[src/rtl/cpu_dma_arbiter_pkg.sv]
// Shared types and constants for the 6502C / DMA bus arbiter.
// Holds the state encoding, the memory bus payload and the parameter range check.
package cpu_dma_arbiter_pkg;

    typedef enum logic [1:0] {
        ST_IDLE = 2'd0,
        ST_HALT = 2'd1,
        ST_DMA  = 2'd2
    } arb_state_e;

    localparam logic RW_READ = 1'b1;

    localparam int unsigned ADDR_W   = 16;
    localparam int unsigned DATA_W   = 8;
    localparam int unsigned BURST_W  = 8;
    localparam int unsigned GAP_W    = 4;
    localparam int unsigned WR_W     = 8;
    localparam int unsigned STOLEN_W = 16;

    typedef struct packed {
        logic [ADDR_W-1:0] addr;
        logic              rw;
        logic [DATA_W-1:0] data;
    } bus_req_t;

    // Legal ranges: burst 1..255, gap 0..15, write tolerance must leave room in the write counter.
    function automatic bit params_ok(int unsigned max_burst, int unsigned min_gap,
                                     int unsigned max_writes);
        return (max_burst >= 1) && (max_burst <= 255) && (min_gap <= 15) && (max_writes <= 254);
    endfunction

endpackage

[src/rtl/cpu_dma_arbiter_counters.sv]
// Burst, gap, halt-write and stolen-cycle counters for the arbiter.
// Pure datapath: every load/clear/step enable comes from the arbiter FSM.
module arb_counters
    import cpu_dma_arbiter_pkg::*;
(
    input  logic                clk,
    input  logic                rst,
    input  logic                burst_clr,
    input  logic                burst_inc,
    input  logic                gap_load,
    input  logic                gap_clr,
    input  logic                gap_dec,
    input  logic [GAP_W-1:0]    gap_value,
    input  logic                wr_clr,
    input  logic                wr_inc,
    input  logic                stolen_inc,
    output logic [BURST_W-1:0]  burst,
    output logic [GAP_W-1:0]    gap,
    output logic [WR_W-1:0]     wr_cnt,
    output logic [STOLEN_W-1:0] stolen_cnt
);

    always_ff @(posedge clk or posedge rst) begin
        if (rst) begin
            burst <= '0;
        end else if (burst_clr) begin
            burst <= '0;
        end else if (burst_inc) begin
            burst <= burst + BURST_W'(1);
        end
    end

    // Gap counter floors at zero while the CPU owns the bus.
    always_ff @(posedge clk or posedge rst) begin
        if (rst) begin
            gap <= '0;
        end else if (gap_load) begin
            gap <= gap_value;
        end else if (gap_clr) begin
            gap <= '0;
        end else if (gap_dec && (gap != '0)) begin
            gap <= gap - GAP_W'(1);
        end
    end

    // Write count saturates so a long stall cannot wrap it back under the limit.
    always_ff @(posedge clk or posedge rst) begin
        if (rst) begin
            wr_cnt <= '0;
        end else if (wr_clr) begin
            wr_cnt <= '0;
        end else if (wr_inc && (wr_cnt != '1)) begin
            wr_cnt <= wr_cnt + WR_W'(1);
        end
    end

    always_ff @(posedge clk or posedge rst) begin
        if (rst) begin
            stolen_cnt <= '0;
        end else if (stolen_inc) begin
            stolen_cnt <= stolen_cnt + STOLEN_W'(1);
        end
    end

endmodule

[src/rtl/cpu_dma_arbiter.sv]
// Shared memory bus arbiter between the 6502C core and a DMA read master.
// Halts the CPU through RDY, waits out in-flight writes, runs a bounded burst, then returns the bus.
module cpu_dma_arbiter
    import cpu_dma_arbiter_pkg::*;
#(
    parameter int unsigned MAX_BURST  = 8,
    parameter int unsigned MIN_GAP    = 1,
    parameter int unsigned MAX_WRITES = 3
) (
    input  logic                phi2,
    input  logic                RES,
    input  logic [ADDR_W-1:0]   cpu_AB,
    input  logic                cpu_RW,
    input  logic [DATA_W-1:0]   cpu_DO,
    input  logic [DATA_W-1:0]   mem_DI,
    input  logic                dma_req,
    input  logic [ADDR_W-1:0]   dma_AB,
    output logic                RDY,
    output logic [ADDR_W-1:0]   mem_AB,
    output logic                mem_RW,
    output logic [DATA_W-1:0]   mem_DO,
    output logic                dma_ack,
    output logic [DATA_W-1:0]   dma_DI,
    output logic                dma_busy,
    output logic                halt_err,
    output logic [STOLEN_W-1:0] stolen_cnt
);

    if (!params_ok(MAX_BURST, MIN_GAP, MAX_WRITES)) begin : g_bad_params
        $error("cpu_dma_arbiter: MAX_BURST, MIN_GAP or MAX_WRITES out of range");
    end

    localparam logic [BURST_W-1:0] BURST_LAST = BURST_W'(MAX_BURST - 1);
    localparam logic [GAP_W-1:0]   GAP_INIT   = GAP_W'(MIN_GAP);
    localparam logic [WR_W-1:0]    WR_LIMIT   = WR_W'(MAX_WRITES);

    arb_state_e          state_q;
    arb_state_e          state_d;
    logic                rdy_d;
    logic                halt_err_d;
    logic                burst_clr;
    logic                burst_inc;
    logic                gap_load;
    logic                gap_clr;
    logic                gap_dec;
    logic                wr_clr;
    logic                wr_inc;
    logic                stolen_inc;
    logic [BURST_W-1:0]  burst;
    logic [GAP_W-1:0]    gap;
    logic [WR_W-1:0]     wr_cnt;
    bus_req_t            mem_bus;

    arb_counters u_counters (
        .clk        (phi2),
        .rst        (RES),
        .burst_clr  (burst_clr),
        .burst_inc  (burst_inc),
        .gap_load   (gap_load),
        .gap_clr    (gap_clr),
        .gap_dec    (gap_dec),
        .gap_value  (GAP_INIT),
        .wr_clr     (wr_clr),
        .wr_inc     (wr_inc),
        .stolen_inc (stolen_inc),
        .burst      (burst),
        .gap        (gap),
        .wr_cnt     (wr_cnt),
        .stolen_cnt (stolen_cnt)
    );

    always_ff @(posedge phi2 or posedge RES) begin
        if (RES) begin
            state_q  <= ST_IDLE;
            RDY      <= 1'b1;
            halt_err <= 1'b0;
        end else begin
            state_q  <= state_d;
            RDY      <= rdy_d;
            halt_err <= halt_err_d;
        end
    end

    // Next state and counter enables. The IDLE cycle in progress counts toward the gap,
    // so a request may halt the CPU once the gap is down to its last cycle.
    always_comb begin
        state_d    = state_q;
        rdy_d      = RDY;
        halt_err_d = halt_err;
        burst_clr  = 1'b0;
        burst_inc  = 1'b0;
        gap_load   = 1'b0;
        gap_clr    = 1'b0;
        gap_dec    = 1'b0;
        wr_clr     = 1'b0;
        wr_inc     = 1'b0;
        stolen_inc = 1'b0;
        case (state_q)
            ST_IDLE: begin
                gap_dec = 1'b1;
                if (dma_req && (gap <= GAP_W'(1))) begin
                    state_d = ST_HALT;
                    rdy_d   = 1'b0;
                    wr_clr  = 1'b1;
                end
            end
            ST_HALT: begin
                if (!dma_req) begin
                    state_d = ST_IDLE;
                    rdy_d   = 1'b1;
                    gap_clr = 1'b1;
                end else if (cpu_RW == RW_READ) begin
                    state_d   = ST_DMA;
                    burst_clr = 1'b1;
                end else begin
                    wr_inc = 1'b1;
                    if (wr_cnt == WR_LIMIT) begin
                        halt_err_d = 1'b1;
                    end
                end
            end
            ST_DMA: begin
                burst_inc  = 1'b1;
                stolen_inc = 1'b1;
                if (!dma_req || (burst == BURST_LAST)) begin
                    state_d  = ST_IDLE;
                    rdy_d    = 1'b1;
                    gap_load = 1'b1;
                end
            end
            default: begin
                state_d = ST_IDLE;
                rdy_d   = 1'b1;
            end
        endcase
    end

    always_ff @(posedge phi2 or posedge RES) begin
        if (RES) begin
            dma_DI <= '0;
        end else if (state_q == ST_DMA) begin
            dma_DI <= mem_DI;
        end
    end

    assign dma_busy = (state_q == ST_DMA);
    assign dma_ack  = dma_busy;

    // Bus mux follows state directly so an async reset hands the bus back at once.
    always_comb begin
        if (dma_busy) begin
            mem_bus.addr = dma_AB;
            mem_bus.rw   = RW_READ;
            mem_bus.data = '0;
        end else begin
            mem_bus.addr = cpu_AB;
            mem_bus.rw   = cpu_RW;
            mem_bus.data = cpu_DO;
        end
    end

    assign mem_AB = mem_bus.addr;
    assign mem_RW = mem_bus.rw;
    assign mem_DO = mem_bus.data;

endmodule

[config.mk]
export PLATFORM = sky130hd
export DESIGN_NAME = cpu_dma_arbiter
export DESIGN_NICKNAME = d
export VERILOG_FILES = /design/src/rtl/cpu_dma_arbiter_pkg.sv /design/src/rtl/cpu_dma_arbiter_counters.sv /design/src/rtl/cpu_dma_arbiter.sv
export SDC_FILE = /design/constraint.sdc
export NUM_CORES = 1
export LEC_CHECK = 0
export ABC_AREA = 1
export CAP_MARGIN = 20
export CORE_ASPECT_RATIO = 1.1
export CORE_MARGIN = 2
export CORE_UTILIZATION = 48
export CTS_CLUSTER_DIAMETER = 120
export CTS_CLUSTER_SIZE = 16
export DETAILED_ROUTE_END_ITERATION = 8
export GPL_TIMING_DRIVEN = 0
export PLACE_DENSITY = 0.86
export SYNTH_ARGS = -nofsm -noshare
export SYNTH_HDL_FRONTEND = slang
export SYNTH_SLANG_ARGS = --single-unit
[constraint.sdc]
create_clock -name phi2 -period 3.7 [get_ports phi2]
set_input_delay 0.74 -clock phi2 [delete_from_list [all_inputs] [get_ports phi2]]
set_output_delay 0.74 -clock phi2 [all_outputs]
set_load 0.02 [all_outputs]
# Word level (Yosys, flattened, before mapping)
# Index checks and enable logic that the tools add are counted.
op_classes:
  add_sub_neg: 4
  n_lt_le_gt_ge: 1
  eq_ne: 9
  mux: 31
  bitwise: 1
  reduce_logical: 13
ops:
  columns: ["cell", "count"]
  rows:
  - ["$mux W8", 4]
  - ["$mux W25", 1]
  - ["$mux W1", 17]
  - ["$add A16 B1 Y16 const B", 1]
  - ["$add A8 B1 Y8 const B", 2]
  - ["$mux W4", 3]
  - ["$eq A8 B2 Y1 const B", 1]
  - ["$eq A8 B3 Y1 const B", 1]
  - ["$mux W2", 4]
  - ["$ne A8 B8 Y1 const B", 1]
  - ["$pmux W2 S3", 1]
  - ["$reduce_and A3 Y1", 2]
  - ["$le A4 B1 Y1 const B", 1]
  - ["$ne A2 B2 Y1 const B", 2]
  - ["$reduce_and A4 Y1", 1]
  - ["$reduce_bool A2 Y1", 2]
  - ["$reduce_bool A4 Y1", 1]
  - ["$sub A4 B1 Y4 const B", 1]
  - ["$logic_and A1 B1 Y1", 3]
  - ["$ne A3 B3 Y1 const B", 1]
  - ["$pmux W1 S3", 1]
  - ["$reduce_bool A3 Y1", 1]
  - ["$eq A2 B1 Y1 const B", 1]
  - ["$eq A2 B2 Y1 const B", 1]
  - ["5 further kinds", 5]
word_totals:
  reg_bits: 48
  in_bits: 52
  out_inout_bits: 53

# Depth between registers and ports, before layout
depth:
  word_depth: 6
  ltp_mapped: 9
  ltp_nobuf: 9

# Cells and area by module
# A second synthesis with hierarchy kept.
hier_totals:
  hier_cells: 412
  area_unflattened_um2: 2907.8
by_module_without_submodules:
  columns: ["mod", "n_inst", "cells_per_inst", "area_per_inst_um2"]
  rows:
  - ["arb_counters", 1, 260, 1993.2]
  - ["cpu_dma_arbiter", 1, 152, 914.6]

# Worst setup path before layout
# No wires, ideal clock.
synth_timing:
  path_kind: "register to output"
  from: "register state_q[1]"
  to: "output port mem_DO[0]"
  t_arrival_ns: 1.115
  required_time_ns: 2.960
  path_slack_ns: 1.845
  path_stages_with_launch: 5
  path_buffers: 1
  cell_sequence: "dfrtp_1 > nand2_4 > inv_2 > buf_2 > nor2_1"
synth_via:
  elab_chain_cells: 2
synth_lines:
  columns: ["element", "line", "text"]
  rows:
  - ["start: declaration", "cpu_dma_arbiter.sv:37", "arb_state_e state_q;"]
  - ["start signal: assignment", "cpu_dma_arbiter.sv:78", "state_q <= state_d;"]
  - ["$eq A2 B2 Y1", "cpu_dma_arbiter.sv:146", "assign dma_busy = (state_q == ST_DMA);"]
  - ["named net dma_ack", "cpu_dma_arbiter.sv:22", "output logic dma_ack,"]
  - ["$mux W25", "cpu_dma_arbiter.sv:151", "if (dma_busy) begin"]
  - ["end: declaration", "cpu_dma_arbiter.sv:21", "output logic [DATA_W-1:0] mem_DO,"]
# The timed path passes the listed nets, and every way through them passes these cells.

# Worst setup path after layout
layout_timing:
  from: "register state_q[1]"
  to: "output port mem_AB[13]"
layout_via:
  elab_chain_cells: 2
layout_lines:
  columns: ["element", "line", "text"]
  rows:
  - ["$eq A2 B2 Y1", "cpu_dma_arbiter.sv:146", null]
  - ["$mux W25", "cpu_dma_arbiter.sv:151", null]
  - ["end: declaration", "cpu_dma_arbiter.sv:19", "output logic [ADDR_W-1:0] mem_AB,"]
# No other way between the ends.

==> metrics.yaml <==
outcome:
  status: "finished clean"
clock_tree:
  cts_resized: 0
  clkSinkCount: 48
  ctsLongestPathBuffers: 2
  post_cts_buffers: 0
  numCtsBuffers: 5
  cts-root-buf: "clkbuf_8"
  postCtsHoldBufs: 0
  htreeDepth: 2
  clkTransAtPathRegs_ps: 90
  clock_latency_ps: 310
  cts_tree: "done"
logic_synthesis:
  synth_area_leader_cell: "dfrtp_1"
  ys_types: 32
  syn_inst: 400
  ys_ff_latch: 48
  synthesis.area_um2: 2830
  syn-mean-instance-area_um2: 7.08
  synth_warnings: 0
  synth_nets: 458
  synthTopCellsByArea: "dfrtp_1, nand2_1, inv_1"
  netlist.area_leader.share_pct: 41.5
  seq_area_frac_synth_pct: 42.4
sta:
  fin_crit_sh_pct: 79.3
  maxSlewHeadroom_pct: 66.7
  finalCriticalPeriod_ps: 2930
  worstMarginPinSlew_ps: 499
  setup_tns_ps: 0
  finClkSkew_ps: 8.12
  finalMaxSlewViolations: 0
  finalSetupViolCount: 0
  max_freq_mhz: 341
  hold_violations: 0
  rsz0062_at_grt: "false"
critical_path:
  reg2reg_to: "u_counters.wr_cnt[7]"
  rr_worst_depth: 9
  arrival_ps: 2190
  critical_path_class: "flip-flop to primary output"
  crit_required_ps: 2960
  cp-start-kind: "flip-flop"
  crit_path_max_incr_delay_ps: 600
  crit_top_cell: "nand2_1"
  cp_slowest_cell: "clkdlybuf4s50_1"
  rrSetupSlack_ps: 2210
  end_kind: "primary output"
  critPathMaxFanout: 10
  crit_chain: "nand2_4, clkbuf_1, nand2_1, nand2_1, clkdlybuf4s50_1"
  r2r_start: "u_counters.gap[0]"
floorplan:
  pin_count: 105
  dieArea_um2: 6530
  coreArea_um2: 5730
  rows: 29
  die_h_um: 84.6
  start_util_pct: 49.4
  dieWidth_um: 77.2
placement:
  place.gp.congestion: 0.845
  port_buffers: 104
  post-dp-hpwl_mm: 5.91
worst_hold_path:
  min_path_type: "flip-flop to flip-flop"
  min-delay-start: "halt_err"
  hold-path-cell-count: 2
  hold-path-endpoint: "halt_err"
power_and_ir_drop:
  power_density_nw_per_um2: 513
  power_frac_seq_pct: 35.8
  switching_share_pct: 40.7
  peakVddDrop_uv: 359
  power.switching_uw: 852
  combPwrFrac_pct: 47.9
  power.leakage_uw: 0.00206
  internal_power_uw: 1240
  pwr-share-clk_pct: 16.3
routing:
  routed_via_density: 4.80
  routed_wl_mm: 7.47
  antenna_left: 0
  drc_errors: 0
  dr.pass1.iters: 4
  drt_iter0_drc: 119
  post_drt_wl_per_cell_um: 12.7
  num_vias: 2833
final_layout:
  area_delta_synth_final_pct: 44.3
  drive_gt1_share_pct: 8.19
  fin_util_pct: 71.3
  diodes: 0
  nets: 570
grt:
  grt_pass1_wl_mm: 12.6
  grt_pass1_vias: 2722
  antenna_found_initial: 0
  grtUsageTotal_pct: 24.0
  grt-ovfl-total: 0
  grt_max_degree: 27
run:
  maxCapViolCount: 0
[final cells by class]
class	count	area, µm²
Clock buffer	6	82.6
Inverter	50	190
Buffer	9	45.0
Clock inverter	2	13.8
Fill cell	473	1650
Tap cell	77	96.3
Sequential cell	48	1200
Timing Repair Buffer	105	1060
Multi-Input combinational cell	293	1400
[cells in the mapped netlist, drive strengths merged]
| cell | count |
|---|---|
| nand3 | 24 |
| nand3b | 2 |
| inv | 50 |
| buf | 7 |
| o21bai | 1 |
| nor3 | 4 |
| and3 | 1 |
| dfrtp | 47 |
| nand4 | 7 |
| xnor2 | 7 |
| nor4 | 1 |
| xor2 | 9 |
| clkbuf | 2 |
| or2 | 2 |
| dfstp | 1 |
| o21ai | 13 |
| ha | 6 |
| a21oi | 6 |
| nand2 | 170 |
| nor2 | 40 |
[power by group through the flow]
stage	clock (µW)	sequential [µW]	combinational [µW]
floorplan	0	821	517
global placement	0	751	970
detailed placement	0	759	1010
CTS	340	749	1010
global route	358	764	1110
finish	341	750	1000
[layout by cell type, fill, tap and decap left out, drive strengths merged]
cell | synthesis | final
a21oi | 6 | 6
and3 | 1 | 1
buf | 7 | 8
clkbuf | 2 | 8
clkdlybuf4s50 | 0 | 104
clkinv | 0 | 1
dfrtp | 47 | 47
dfstp | 1 | 1
ha | 6 | 6
inv | 50 | 51
nand2 | 170 | 170
nand3 | 24 | 24
nand3b | 2 | 2
nand4 | 7 | 7
nor2 | 40 | 40
nor3 | 4 | 4
nor4 | 1 | 1
o21ai | 13 | 13
o21bai | 1 | 1
or2 | 2 | 2
xnor2 | 7 | 7
xor2 | 9 | 9
[critical path: cells and delay by family (launching register included)]
family | cells | cell delay, ps
buf+inv | 2 | 990
simple gates | 3 | 460
flops | 1 | 430
[cells by family (layout without fill, tap and decap cells)]
kind of cell / Yosys count / after routing / share of synthesized area [%]
flip-flops: 48 / 48 / 42.4
adder cells (fa/ha/maj): 6 / 6 / 2.65
XOR/XNOR: 16 / 16 / 4.95
AND/OR/NAND/NOR: 251 / 251 / 37.5
buffers and inverters: 59 / 172 / 8.30
AO/OA/AOI/OAI: 20 / 20 / 4.15
[per-layer routing]
layer	vias to the layer above	GRT usage, %	wire length, µm
met5	-	0	0
met3	11	4.41	368
li1	1446	-	-
met2	80	44.5	3910
met4	0	7.63	119
met1	1296	27.9	3080
[stage by stage]
stage          area (µm²)  total power [µW]  instances  hold slack (ps)  setup WS [ps]
2_1_floorplan        2830              1340        400              490           1820
3_3_place_gp         3970              1720        581              448            875
3_5_place_dp         3990              1770        582              456            929
4_1_cts              4090              2100        590              479            762
5_1_grt              4090              2230        590              499            675
6_report             4090              2100        590              475            767
[sequential cells by signal (all words and copies together) (netlist names)]
register	count
RDY	1
u_counters.burst	8
dma_DI	8
u_counters.stolen_cnt	16
state_q	2
u_counters.gap	4
u_counters.wr_cnt	8
halt_err	1
[worst max path at each step]
stage / startpoint / end / cells after the start
finish: state_q[1] / mem_AB[13] / 5
CTS: state_q[1] / mem_AB[13] / 5
global route: state_q[1] / mem_AB[13] / 5
floorplan: RES / dma_DI[0] / 1
global placement: RES / u_counters.burst[6] / 2
detailed placement: cpu_RW / mem_RW / 4
No activity file was read; power rests on OpenSTA's default activity.
